==> config.mk <==
export PLATFORM = sky130hd
export DESIGN_NAME = otter_intr_ctrl
export DESIGN_NICKNAME = d
export VERILOG_FILES = /design/src/rtl/otter_intr_ctrl.sv
export SDC_FILE = /design/constraint.sdc
export NUM_CORES = 1
export LEC_CHECK = 0
export ABC_AREA = 1
export BUFFER_PORTS_ARGS = -buffer_cell sky130_fd_sc_hd__buf_2
export CORE_MARGIN = 5
export CORE_UTILIZATION = 44
export DETAILED_ROUTE_END_ITERATION = 7
export PLACE_DENSITY = 0.86
export SETUP_SLACK_MARGIN = 0.15
export SYNTH_ARGS = -nofsm -noshare
export SYNTH_HDL_FRONTEND = slang
export SYNTH_SLANG_ARGS = --single-unit
export TNS_END_PERCENT = 10
==> constraint.sdc <==
create_clock -name CLK -period 3.9 [get_ports CLK]
set_clock_uncertainty 0.15 [all_clocks]
set_input_delay 0.39 -clock CLK [delete_from_list [all_inputs] [get_ports CLK]]
set_output_delay 0.39 -clock CLK [all_outputs]
set_load 0.005 [all_outputs]
==> src/rtl/otter_intr_ctrl.sv <==
// MMIO interrupt controller: edge-latched pending flags, enable mask and fixed-priority dispatch
// of one INTR pulse per source, held in service until software writes its index to CLEAR.
module otter_intr_ctrl #(
   parameter int          NUM_SRC     = 4,
   parameter logic [31:0] BASE_AD     = 32'h1124_0000,
   parameter int          INTR_CYCLES = 2
) (
   input  logic               CLK,
   input  logic               RESET_N,
   input  logic [NUM_SRC-1:0] IRQ_IN,
   input  logic [31:0]        IOBUS_ADDR,
   input  logic [31:0]        IOBUS_OUT,
   input  logic               IOBUS_WR,
   output logic [31:0]        IOBUS_RD,
   output logic               HIT,
   output logic               INTR,
   output logic [1:0]         fsm_state
);
   localparam int CW = (INTR_CYCLES > 1) ? $clog2(INTR_CYCLES) : 1;
   localparam logic [CW-1:0] CNT_LOAD = CW'(INTR_CYCLES - 1);

   typedef enum logic [1:0] {
      IDLE     = 2'd0,
      ASSERT   = 2'd1,
      WAIT_ACK = 2'd2
   } state_t;

   state_t             state;
   logic [NUM_SRC-1:0] irq_q;
   logic [NUM_SRC-1:0] pending;
   logic [NUM_SRC-1:0] mask;
   logic [NUM_SRC-1:0] rise;
   logic [NUM_SRC-1:0] eligible;
   logic [NUM_SRC-1:0] clr_vec;
   logic [2:0]         svc_id;
   logic [2:0]         win_id;
   logic [2:0]         clr_id;
   logic [CW-1:0]      cnt;
   logic               word_ok;
   logic               wr_mask;
   logic               wr_clear;
   logic               clr_valid;
   logic               clr_svc;
   logic               in_service;
   logic               unused_bits;

   // Only whole-word accesses inside the 16-byte window map to a register.
   assign HIT         = (IOBUS_ADDR[31:4] == BASE_AD[31:4]);
   assign word_ok     = HIT && (IOBUS_ADDR[1:0] == 2'b00);
   assign wr_mask     = IOBUS_WR && word_ok && (IOBUS_ADDR[3:2] == 2'd1);
   assign wr_clear    = IOBUS_WR && word_ok && (IOBUS_ADDR[3:2] == 2'd3);
   assign clr_id      = IOBUS_OUT[2:0];
   assign clr_valid   = wr_clear && (32'(clr_id) < NUM_SRC);
   assign clr_svc     = clr_valid && (clr_id == svc_id);
   assign rise        = IRQ_IN & ~irq_q;
   assign eligible    = pending & mask;
   assign in_service  = (state != IDLE);
   assign fsm_state   = state;
   assign unused_bits = ^IOBUS_OUT;

   always_comb begin
      clr_vec = '0;
      for (int i = 0; i < NUM_SRC; i++) begin
         if (clr_valid && (clr_id == 3'(i))) clr_vec[i] = 1'b1;
      end
   end

   // Scan downwards so the lowest eligible index is the one left in win_id.
   always_comb begin
      win_id = '0;
      for (int i = NUM_SRC - 1; i >= 0; i--) begin
         if (eligible[i]) win_id = 3'(i);
      end
   end

   always_comb begin
      IOBUS_RD = '0;
      if (word_ok) begin
         case (IOBUS_ADDR[3:2])
            2'd0:    IOBUS_RD[NUM_SRC-1:0] = pending;
            2'd1:    IOBUS_RD[NUM_SRC-1:0] = mask;
            2'd2:    if (in_service) IOBUS_RD = {1'b1, 28'd0, svc_id};
            default: IOBUS_RD = '0;
         endcase
      end
   end

   // A new rising edge is OR-ed in after the clear, so set wins over a same-cycle CLEAR.
   always_ff @(posedge CLK or negedge RESET_N) begin
      if (!RESET_N) begin
         irq_q   <= '0;
         pending <= '0;
         mask    <= '0;
      end else begin
         irq_q   <= IRQ_IN;
         pending <= (pending & ~clr_vec) | rise;
         if (wr_mask) mask <= IOBUS_OUT[NUM_SRC-1:0];
      end
   end

   always_ff @(posedge CLK or negedge RESET_N) begin
      if (!RESET_N) begin
         state  <= IDLE;
         svc_id <= '0;
         cnt    <= '0;
         INTR   <= 1'b0;
      end else begin
         case (state)
            IDLE: begin
               if (|eligible) begin
                  svc_id <= win_id;
                  cnt    <= CNT_LOAD;
                  INTR   <= 1'b1;
                  state  <= ASSERT;
               end
            end
            ASSERT: begin
               if (clr_svc || (cnt == '0)) begin
                  INTR  <= 1'b0;
                  state <= clr_svc ? IDLE : WAIT_ACK;
               end else begin
                  cnt <= cnt - CW'(1);
               end
            end
            WAIT_ACK: begin
               if (clr_svc) state <= IDLE;
            end
            default: begin
               INTR  <= 1'b0;
               state <= IDLE;
            end
         endcase
      end
   end
endmodule

==> flow_metrics.env <==
export IMPL_status="finished, final reports clean"
export IMPL_row_count=21
export IMPL_grt_max_degree=19
export IMPL_coreArea_mm2=0.003284
export IMPL_cts_buffers=3
export IMPL_crit_type="input port to output port"
export IMPL_period_needed_ps=1945
export IMPL_grt_pass1_vias=1349
export IMPL_die_area_mm2=0.004587
export IMPL_htreeDepth=1
export IMPL_synth_top_flop_cell="dfrtp_1"
export IMPL_yosys_register_bits=18
export IMPL_placed_area_mm2=0.001674
export IMPL_io_buffers=51
export IMPL_p_leak_uw=0.0009783
export IMPL_insertion_delay_ps=290
export IMPL_antenna_found_initial=0
export IMPL_critPathBufInv=3
export IMPL_rr_endpoint="INTR"
export IMPL_num_vias=1469
export IMPL_ant_nets=0
export IMPL_hold_path_class="input port to flip-flop"
export IMPL_critPathCapture="IOBUS_RD[0]"
export IMPL_ios=107
export IMPL_critPathLaunch="IOBUS_ADDR[20]"
export IMPL_gp_congestion=0.8226
export IMPL_slew_viol_final=0
export IMPL_avgViaCountPerCell=4.398
export IMPL_peakVddDrop_v=0.0002094
export IMPL_drt_first_iter_violations=45
export IMPL_crit_chain="buf_2 -> inv_1 -> nand2_1 -> nor2_1 -> nand2_1 -> nor2_2 -> nand3_4 -> a31oi_1 -> buf_2"
export IMPL_grt_met2_usage=0.2746
export IMPL_tns_ps=0
export IMPL_setup_violations=0
export IMPL_cts_tree="yes"
export IMPL_dieHeight_um=67.73
export IMPL_syn_cell_area_mm2=0.001466
export IMPL_final_nets=360
export IMPL_r2r_start="svc_id[0]"
export IMPL_cts_resized=0
export IMPL_max_stage_delay_ps=200
export IMPL_worstSetupEndpointType="output port"
export IMPL_drtPass1Iterations=4
export IMPL_fin_area_mm2=0.001720
export IMPL_ys_seq_area_frac=0.3072
export IMPL_root_buffer="clkbuf_4"
export IMPL_synth_edf_count=0
export IMPL_critPathSlowestCell="a31oi_1"
export IMPL_final_hold_viol_count=0
export IMPL_clockBufferDepth=2
export IMPL_async_reset_ff_frac=1.000
export IMPL_use_met1=0.1679
export IMPL_final_common_cell="nand2_1"
export IMPL_max_cap_violations=0
export IMPL_max_freq_ghz=0.5143
export IMPL_arrival_ps=1400
export IMPL_routedWlPerCell_um=9.704
export IMPL_yosys_area_top_type="dfrtp_1"
export IMPL_syn_to_final_growth_pct=17.32
export IMPL_min_path_cells=1
export IMPL_cp_top_family="simple AND/OR/NAND/NOR gates"
export IMPL_r2r_slack_ps=2280
export IMPL_yosys_warnings=0
export IMPL_grt_overflow_total=0
export IMPL_drive_above_1_share=0.2361
export IMPL_dp_hpwl_um=2830
export IMPL_syn_inst=233
export IMPL_layout_common_cells="nand2_1 (61), buf_2 (51), inv_1 (39), nor2_1 (39), conb_1 (27)"
export IMPL_grt_first_pass_wirelength_um=5237
export IMPL_period_share=0.4986
export IMPL_synth_area_top_cells="dfrtp_1 (31%), nand2_1 (16%), buf_4 (14%)"
export IMPL_rsz0062_at_grt="no"
export IMPL_power_density_mw_per_mm2=211.9
export IMPL_critPathLaunchType="input port"
export IMPL_required_ps=3360
export IMPL_grtUsageTotal=0.1481
export IMPL_diodes=0
export IMPL_wl_um=3241
export IMPL_synth_top_area_share=0.3072
export IMPL_die_x_um=67.73
export IMPL_avgSynthCellArea_um2=6.294
export IMPL_grt_busiest_layer="met2"
export IMPL_nFillCells=355
export IMPL_clk_pin_slew_worst_paths_ps=90
export IMPL_use_met3=0.02995
export IMPL_drc=0
export IMPL_reg2reg_depth=8
export IMPL_worstPathMaxFanout=6
export IMPL_synth_distinct_cells=23
export IMPL_cts_sinks=18
export IMPL_path_depth=9
export IMPL_start_util=0.4465
[cell type report]
type | instances | area, µm² | area share
flip-flops and latches | 18 | 450.4 | 0.2618
multi-input cells | 172 | 753.2 | 0.4378
inverters | 42 | 157.7 | 0.09164
well taps | 46 | 57.56 | 0.03345
clock buffers | 4 | 36.28 | 0.02109
repair buffers | 52 | 265.3 | 0.1542
[per-layer routing]
metal | vias up | routed length (µm)
li1 | 765 | -
met1 | 646 | 1320
met2 | 54 | 1542
met3 | 4 | 355
met4 | 0 | 23
met5 | - | 0
[report_power, final]
group / switching, µW / internal, µW / leakage (µW)
registers: 0.716 / 189 / 0.000216
clock network: 54.8 / 56.9 / 0.0000210
logic: 39.1 / 24.4 / 0.000741
total: 94.6 / 270 / 0.000978
[worst min path at each step]
| stage | from | to |
|---|---|---|
| after floorplan | RESET_N | INTR |
| after global placement | RESET_N | irq_q[0] |
| after detailed placement | RESET_N | irq_q[3] |
| after CTS | IRQ_IN[2] | irq_q[2] |
| after global routing | IRQ_IN[0] | irq_q[0] |
| final | IRQ_IN[2] | irq_q[2] |
[metrics by stage]
step / hold slack, ps / cells / total power, µW / util / setup WS (ps)
floorplan: -55.59 / 259 / 241.4 / - / 2292
global placement: 181.8 / 329 / 253.6 / 0.5097 / 1961
detailed placement: 185.7 / 329 / 255.2 / 0.5097 / 1972
CTS: 51.19 / 334 / 369.8 / 0.5238 / 1964
global route: 45.41 / 334 / 389.2 / 0.5238 / 1808
finish: 64.29 / 334 / 364.5 / 0.5238 / 1956
[cell families (layout without fill, tap and decap cells)]
group | after synthesis | in the layout | share of synthesized area
compound gates | 20 | 20 | 0.07252
other cells | 1 | 27 | 0.002557
buf+inv | 69 | 98 | 0.2457
flops | 18 | 18 | 0.3072
simple gates | 124 | 124 | 0.3660
xor+xnor | 1 | 1 | 0.005974
[registers in the layout, summed over array words and instances (netlist names)]
signal,flops
svc_id,2
irq_q,4
pending,4
fsm_state,2
cnt,1
INTR,1
mask,4
[what timing repair did]
| action | CTS | global route |
|---|---|---|
| setup buffers | 0 | 0 |
| endpoints found under the hold margin | 18 | 0 |
| hold buffers | 1 | 0 |
[cell usage after synthesis, types with 2 or more instances]
cell and count:
nand3_1 7, nor2_2 4, o21ai_0 7, a21oi_1 2, a31oi_1 2, nor3_1 3, o21ai_1 8, nand2_1 61
inv_1 39, nor2_1 39, inv_2 3, dfrtp_1 18, nand2_2 2, nand4_1 3, buf_4 27
(Power assumes the default switching activity.)
